## src/rtl/list_pkg.sv

```systemverilog
// Shared types and constants for the list_buffer element store.
package list_pkg;

    typedef enum logic [1:0] {
        IDLE = 2'd0,
        READ = 2'd1,
        DONE = 2'd2
    } state_e;

    localparam logic MODE_FIFO = 1'b0;
    localparam logic MODE_LIFO = 1'b1;

endpackage

```

## src/rtl/list_buffer_if.sv

```systemverilog
// Producer/consumer bundle for list_buffer: push side, replay stream and status.
interface list_buffer_if #(
    parameter int WIDTH = 2,
    parameter int DEPTH = 256
);
    localparam int CW = $clog2(DEPTH + 1);

    logic             clear;
    logic             push;
    logic [WIDTH-1:0] data_in;
    logic             full;
    logic             empty;
    logic [CW-1:0]    count;
    logic             overflow;
    logic             read_start;
    logic             read_mode;
    logic             busy;
    logic             out_valid;
    logic             out_ready;
    logic [WIDTH-1:0] data_out;
    logic             read_done;

    modport master (
        output clear, push, data_in, read_start, read_mode, out_ready,
        input  full, empty, count, overflow, busy, out_valid, data_out, read_done
    );

    modport slave (
        input  clear, push, data_in, read_start, read_mode, out_ready,
        output full, empty, count, overflow, busy, out_valid, data_out, read_done
    );
endinterface

```

## src/rtl/list_mem.sv

```systemverilog
// DEPTH x WIDTH register array, one write port and one registered read port.
module list_mem #(
    parameter int WIDTH = 2,
    parameter int DEPTH = 256,
    parameter int AW    = $clog2(DEPTH)
) (
    input  logic             CLK,
    input  logic             RST,
    input  logic             we_i,
    input  logic [AW-1:0]    waddr_i,
    input  logic [WIDTH-1:0] wdata_i,
    input  logic             re_i,
    input  logic [AW-1:0]    raddr_i,
    output logic [WIDTH-1:0] rdata_o
);
    logic [WIDTH-1:0] mem_q [DEPTH];
    logic [WIDTH-1:0] rdata_q;

    // Storage has no reset; only the output register does.
    always_ff @(posedge CLK) begin
        if (we_i) begin
            mem_q[waddr_i] <= wdata_i;
        end
    end

    always_ff @(posedge CLK or posedge RST) begin
        if (RST) begin
            rdata_q <= '0;
        end else if (re_i) begin
            rdata_q <= mem_q[raddr_i];
        end
    end

    assign rdata_o = rdata_q;
endmodule

```

## src/rtl/list_buffer.sv

```systemverilog
// Element store that collects up to DEPTH words and replays them non-destructively
// in FIFO or LIFO order over a valid/ready stream, ending with a read_done pulse.
module list_buffer #(
    parameter int WIDTH = 2,
    parameter int DEPTH = 256
) (
    input logic         CLK,
    input logic         RST,
    list_buffer_if.slave bus
);
    import list_pkg::*;

    localparam int CW = $clog2(DEPTH + 1);
    localparam int AW = $clog2(DEPTH);

    state_e        state_q, state_d;
    logic [CW-1:0] cnt_q, cnt_d;
    logic [CW-1:0] rem_q, rem_d;
    logic [AW-1:0] idx_q, idx_d;
    logic          mode_q, mode_d;
    logic          ovf_q, ovf_d;
    logic          valid_q, valid_d;
    logic          done_q, done_d;

    logic             mem_we;
    logic             mem_re;
    logic [AW-1:0]    mem_raddr;
    logic [WIDTH-1:0] mem_rdata;
    logic             is_full;
    logic [AW-1:0]    start_idx;
    logic [AW-1:0]    next_idx;

    assign is_full   = (cnt_q == CW'(DEPTH));
    assign start_idx = (bus.read_mode == MODE_LIFO) ? AW'(cnt_q - CW'(1)) : '0;
    // Only evaluated while more than one element remains, so neither direction wraps.
    assign next_idx  = (mode_q == MODE_LIFO) ? idx_q - AW'(1) : idx_q + AW'(1);

    always_comb begin
        state_d   = state_q;
        cnt_d     = cnt_q;
        rem_d     = rem_q;
        idx_d     = idx_q;
        mode_d    = mode_q;
        ovf_d     = ovf_q;
        valid_d   = valid_q;
        done_d    = 1'b0;
        mem_we    = 1'b0;
        mem_re    = 1'b0;
        mem_raddr = idx_q;

        if (bus.clear) begin
            cnt_d   = '0;
            state_d = IDLE;
            valid_d = 1'b0;
            ovf_d   = 1'b0;
        end else begin
            case (state_q)
                IDLE: begin
                    if (bus.push) begin
                        if (is_full) begin
                            ovf_d = 1'b1;
                        end else begin
                            mem_we = 1'b1;
                            cnt_d  = cnt_q + CW'(1);
                        end
                    end else if (bus.read_start) begin
                        if (cnt_q != '0) begin
                            mode_d    = bus.read_mode;
                            idx_d     = start_idx;
                            rem_d     = cnt_q;
                            valid_d   = 1'b1;
                            mem_re    = 1'b1;
                            mem_raddr = start_idx;
                            state_d   = READ;
                        end else begin
                            state_d = DONE;
                        end
                    end
                end
                READ: begin
                    if (bus.push) begin
                        ovf_d = 1'b1;
                    end
                    if (valid_q && bus.out_ready) begin
                        if (rem_q == CW'(1)) begin
                            valid_d = 1'b0;
                            state_d = DONE;
                        end else begin
                            idx_d     = next_idx;
                            rem_d     = rem_q - CW'(1);
                            mem_re    = 1'b1;
                            mem_raddr = next_idx;
                        end
                    end
                end
                DONE: begin
                    if (bus.push) begin
                        ovf_d = 1'b1;
                    end
                    done_d  = 1'b1;
                    state_d = IDLE;
                end
                default: begin
                    state_d = IDLE;
                end
            endcase
        end
    end

    always_ff @(posedge CLK or posedge RST) begin
        if (RST) begin
            state_q <= IDLE;
            cnt_q   <= '0;
            rem_q   <= '0;
            idx_q   <= '0;
            mode_q  <= MODE_FIFO;
            ovf_q   <= 1'b0;
            valid_q <= 1'b0;
            done_q  <= 1'b0;
        end else begin
            state_q <= state_d;
            cnt_q   <= cnt_d;
            rem_q   <= rem_d;
            idx_q   <= idx_d;
            mode_q  <= mode_d;
            ovf_q   <= ovf_d;
            valid_q <= valid_d;
            done_q  <= done_d;
        end
    end

    list_mem #(
        .WIDTH (WIDTH),
        .DEPTH (DEPTH),
        .AW    (AW)
    ) u_mem (
        .CLK     (CLK),
        .RST     (RST),
        .we_i    (mem_we),
        .waddr_i (AW'(cnt_q)),
        .wdata_i (bus.data_in),
        .re_i    (mem_re),
        .raddr_i (mem_raddr),
        .rdata_o (mem_rdata)
    );

    assign bus.full      = is_full;
    assign bus.empty     = (cnt_q == '0);
    assign bus.count     = cnt_q;
    assign bus.overflow  = ovf_q;
    assign bus.busy      = (state_q != IDLE);
    assign bus.out_valid = valid_q;
    assign bus.data_out  = mem_rdata;
    assign bus.read_done = done_q;
endmodule

```

## src/flat_wrapper.sv

```systemverilog
// flat-port wrapper written by rule: the top's interface ports become plain ports
module list_buffer_flat import list_pkg::*;
#(
    parameter int WIDTH = 2,
    parameter int DEPTH = 256
)
  (CLK, RST, bus_clear, bus_push, bus_data_in, bus_read_start, bus_read_mode, bus_out_ready, bus_full, bus_empty, bus_count, bus_overflow, bus_busy, bus_out_valid, bus_data_out, bus_read_done);
  list_buffer_if #(.WIDTH(WIDTH), .DEPTH(DEPTH)) bus_i ();
  input logic CLK;
  input logic RST;
  input wire logic [$bits(bus_i.clear)-1:0] bus_clear;
  input wire logic [$bits(bus_i.push)-1:0] bus_push;
  input wire logic [$bits(bus_i.data_in)-1:0] bus_data_in;
  input wire logic [$bits(bus_i.read_start)-1:0] bus_read_start;
  input wire logic [$bits(bus_i.read_mode)-1:0] bus_read_mode;
  input wire logic [$bits(bus_i.out_ready)-1:0] bus_out_ready;
  output wire logic [$bits(bus_i.full)-1:0] bus_full;
  output wire logic [$bits(bus_i.empty)-1:0] bus_empty;
  output wire logic [$bits(bus_i.count)-1:0] bus_count;
  output wire logic [$bits(bus_i.overflow)-1:0] bus_overflow;
  output wire logic [$bits(bus_i.busy)-1:0] bus_busy;
  output wire logic [$bits(bus_i.out_valid)-1:0] bus_out_valid;
  output wire logic [$bits(bus_i.data_out)-1:0] bus_data_out;
  output wire logic [$bits(bus_i.read_done)-1:0] bus_read_done;
  assign bus_i.clear = bus_clear;
  assign bus_i.push = bus_push;
  assign bus_i.data_in = bus_data_in;
  assign bus_i.read_start = bus_read_start;
  assign bus_i.read_mode = bus_read_mode;
  assign bus_i.out_ready = bus_out_ready;
  assign bus_full = bus_i.full;
  assign bus_empty = bus_i.empty;
  assign bus_count = bus_i.count;
  assign bus_overflow = bus_i.overflow;
  assign bus_busy = bus_i.busy;
  assign bus_out_valid = bus_i.out_valid;
  assign bus_data_out = bus_i.data_out;
  assign bus_read_done = bus_i.read_done;
  list_buffer #(.WIDTH(WIDTH), .DEPTH(DEPTH)) u_core (.CLK(CLK), .RST(RST), .bus(bus_i));
endmodule
```

## config.mk

```make
export PLATFORM = sky130hd
export DESIGN_NAME = list_buffer_flat
export DESIGN_NICKNAME = d
export VERILOG_FILES = /design/src/rtl/list_pkg.sv /design/src/rtl/list_buffer_if.sv /design/src/rtl/list_mem.sv /design/src/rtl/list_buffer.sv /design/src/flat_wrapper.sv
export SDC_FILE = /design/constraint.sdc
export NUM_CORES = 1
export LEC_CHECK = 0
export CAP_MARGIN = 20
export CORE_UTILIZATION = 44
export DETAILED_ROUTE_END_ITERATION = 6
export DONT_BUFFER_PORTS = 1
export MAX_ROUTING_LAYER = met4
export PLACE_DENSITY_LB_ADDON = 0.08
export SLEW_MARGIN = 10
export SYNTH_ARGS = -nofsm -noshare
export SYNTH_HDL_FRONTEND = slang
export SYNTH_SLANG_ARGS = --single-unit
```

## constraint.sdc

```tcl
create_clock -name CLK -period 5 [get_ports CLK]
set_clock_uncertainty 0.15 [all_clocks]
set_input_delay 0.75 -clock CLK [delete_from_list [all_inputs] [get_ports CLK]]
set_output_delay 0.75 -clock CLK [all_outputs]
set_load 0.05 [all_outputs]
```

==> impl_results.md <==
* Outcome: finished, final reports clean
* IO Pins at 26
* Synth top area share at 63.9%
* Lkg Pwr at 9.09 nW
* Crit path from: u_core.bus.count[1]
* Post-CTS setup buffers at 0
* Adder-cell share of the synthesized area at 0.915%
* Post-synthesis instance area at 24100 µm²
* Hpwl dp at 43900 µm
* Vias at 17.0k
* CP endpoint kind: flop
* Post-Route WL at 75800 µm
* Largest family of logic cells by synthesized area: simple AND/OR/NAND/NOR gates
* CORE AREA at 53900 µm²
* Clock Power Share at 29.7%
* Number of global-route vias before repair at 16.5k
* Hold path depth at 1
* Yosys reg bits at 546
* Die Wd at 236 µm
* Complex-gate fraction of the synthesized area at 7.94%
* Reg2reg start: u_core.bus.count[1]
* Fmax at 0.208 GHz
* Max Cap Violations at 0
* Least-Margin Pin Slew at 1.06 ns
* RePlAce Congestion at 0.893
* XOR/XNOR Fraction of Synth Area at 0.582%
* Clock-pin slew on the worst setup and hold paths at 0.06 ns
* Initial Utilization at 44.6%
* Hold_sp: bus_clear
* CTS H-Tree Depth at 2
* Leading area contributor after synthesis: edfxtp_1
* Syn Nets at 2105
* Post-synth EDFFs at 512
* Hold worst-path end: u_core.bus.read_done
* Die height at 236 µm
* CTS tree: built
* Maximum vdd ir drop at 0.000318 V
* Setup CP Type: reg2reg
* Mean post-synth cell area at 11.6 µm²
* Synth cell types at 82
* Total power per unit cell area at 545 nW/µm²
* Fin nets at 2095
* Mux share of post-synthesis cell area at 2.36%
* Fin crit share at 96.2%
* Worst Path Required at 5.44 ns
* DRC at 0
* Clk_lat worst skew at 0.65 ns
* First-pass GRT wire length at 110000 µm
* Comb pwr share at 34.4%
* DR vias/cell at 6.03
* Top post-synthesis cells by area: edfxtp_1, nand2_1, nor2_1, nand3_1, dfrtp_1
* Sequential Power Share at 36.0%
* Setup-failing EPs final at 0
* Simple-gate share of the synthesized area at 17.8%
* HP Class: in2reg
* Setup TNS at 0 ns
* End-of-flow core utilization at 49.8%
* Clock Tree Buf Depth at 3
* Worst r2r dst: u_core.u_mem.rdata_o[1]
* RSZ-0062 raised after global routing: false
* DIE AREA at 55700 µm²
* CP Launch Type: flop
* Number of CTS-inserted buffers at 59
* Crit Path Max Fanout at 62
* Total GRT Usage at 27.9%
* Cell area after layout at 26800 µm²
* Area Overhead vs Synth at 11.5%
* Initial antenna violation count at 0
* Final hold violation count at 0
* Routed Antenna Nets at 0
* Share of cells above drive strength 1 at 8.97%
* Drt pass-1 iters at 5
* Post-CTS Hold Fix Bufs at 2
* Fin crit period at 4.81 ns
* Cell Int Power at 0.00903 W
* Drt wl/cell at 27.0 µm
* R2R Setup Slk at 0.19 ns
* Dominant synthesized flop cell: edfxtp_1
* Initial DRC count at 2032
* CP arrival at 5.25 ns
* Remaining global-route overflow at 0
* Pins Over Slew Limit at 0
* Switching share of power at 38.2%
* YS warnings at 0
* CTS sink count at 546
* Worst slew margin at 28.7%
* FILL cells at 4871
* Synth Instances at 2079
* Row count at 85
* Root Buffer: clkbuf_16
* CTS resizes at 0
* Multi-input gate area at 7170 µm²
* N_diodes at 0
* Seq/Total Area, Yosys at 67.4%
* Dpl cell area at 25000 µm²
* Cells on worst reg2reg path at 15
* Port-buffer cells at 0
* Largest net degree at the start of global routing at 257
* Async set-reset flop share out of synthesis at 6.23%
* Psw at 0.00559 W
* Register area at 16200 µm²
kinds of logic after synthesis:
group	Yosys count
and+or+nand+nor	1021
AOI/OAI and AO/OA	266
DFF	546
adders and majority gates	17
xor gates and xnor gates	16
buffers and inverters	159
muxes	54
cell type report:
class                      count  area share [%]
timing repair buffer          67            2.31
clock buffer                  77            5.79
inverter                      21           0.322
clock inverter                33            1.21
sequential                   546            60.4
tap                          696            3.24
multi-input combinational   1374            26.7
flip-flops by register name, summed over array words and instances, names as in the netlist:
signal	cells
u_core.u_mem.mem_q	512
u_core.bus.count	9
u_core.rem_q	9
u_core.idx_q	8
u_core.state_q	2
u_core.u_mem.rdata_o	2
u_core.bus.out_valid	1
u_core.bus.overflow	1
u_core.bus.read_done	1
u_core.mode_q	1
cells in the mapped netlist, drive strengths merged (9+ instances only):
library cell / instances
nand3: 173
xnor2: 10
nor3: 19
buf: 74
o21ai: 26
nand2: 465
a21boi: 13
a21oi: 74
inv: 19
o22ai: 12
and3: 10
nor2: 300
a311oi: 19
or3: 10
a31oi: 24
edfxtp: 512
mux2i: 49
dfrtp: 34
clkbuf: 64
nand4: 9
a211oi: 17
a32oi: 18
ha: 16
o31ai: 10
worst max path at each step:
stage	to	depth (start not counted)	slack [ns]
2_1_floorplan	u_core.u_mem.mem_q[216][0]	9	0.73
3_3_place_gp	u_core.u_mem.rdata_o[1]	15	0.45
3_5_place_dp	u_core.u_mem.rdata_o[1]	15	0.39
4_1_cts	u_core.u_mem.rdata_o[1]	15	0.35
5_1_grt	u_core.u_mem.rdata_o[1]	14	0.003
6_report	u_core.u_mem.rdata_o[1]	15	0.19
routing by layer:
| metal | share of wire, % | track usage (%) | wire length, µm | vias up |
|---|---|---|---|---|
| met2 | 45 | 41.4 | 34300 | 696 |
| met4 | 3.6 | 10.2 | 2720 | 0 |
| met1 | 43 | 38.1 | 32800 | 8596 |
| met3 | 7.9 | 5.38 | 6030 | 152 |
| met5 | 0 | - | 0 | - |
| li1 | - | - | - | 7533 |
per-stage QoR:
stage	hold WS, ns	std cells	worst slack (ns)	power, W
after floorplan	0.313	2079	0.731	0.00844
after global placement	0.336	2702	0.448	0.0103
after detailed placement	0.356	2702	0.390	0.0103
after CTS	0.00116	2814	0.352	0.0146
after global routing	0.0179	2814	0.00305	0.0152
final	0.0243	2814	0.188	0.0146
layout by cell type (no fill, tap or decap), drive strengths merged, types with 4 or more instances in the layout:
cell type,synthesis,routed
clkinv,2,24
buf,74,65
nand4,9,9
xnor2,10,10
o21a,4,4
mux2i,49,49
a32oi,18,18
nor2b,6,6
and3,10,10
nor4,8,8
nand2,465,465
nor3b,4,4
or3,10,10
a2111oi,6,6
a21oi,74,74
o31ai,10,10
bufinv,0,5
o211ai,6,6
a311o,4,4
a21boi,13,13
dfrtp,34,34
o221ai,6,6
nor2,300,300
xor2,6,6
inv,19,23
a31oi,24,24
a311oi,19,19
o22ai,12,12
ha,16,16
a211oi,17,17
nor3,19,19
clkbuf,64,77
nand3,173,173
o21ai,26,26
edfxtp,512,512
critical path, stage by stage (launching register included):
cell       delay (ns)
dfrtp_1          0.38
inv_1            0.12
ha_1             0.30
or4b_1           0.57
o21ai_4          0.26
a31oi_1          0.16
and2_4           0.24
inv_6            0.52
mux2i_1          0.28
a32oi_1          0.23
a2111oi_0        0.14
nor4_1           0.61
buf_4            0.23
nand4_1          0.17
nor3_1           0.23
a221o_1          0.13
power groups by stage:
stage | clock network, W | registers, W | logic (W)
final | 0.00434 | 0.00526 | 0.00503
after global routing | 0.00454 | 0.00527 | 0.00535
after CTS | 0.00438 | 0.00526 | 0.00497
after detailed placement | 0 | 0.00535 | 0.00495
after global placement | 0 | 0.00535 | 0.00495
after floorplan | 0 | 0.00534 | 0.00310
Power figures use the tool's default switching activity.
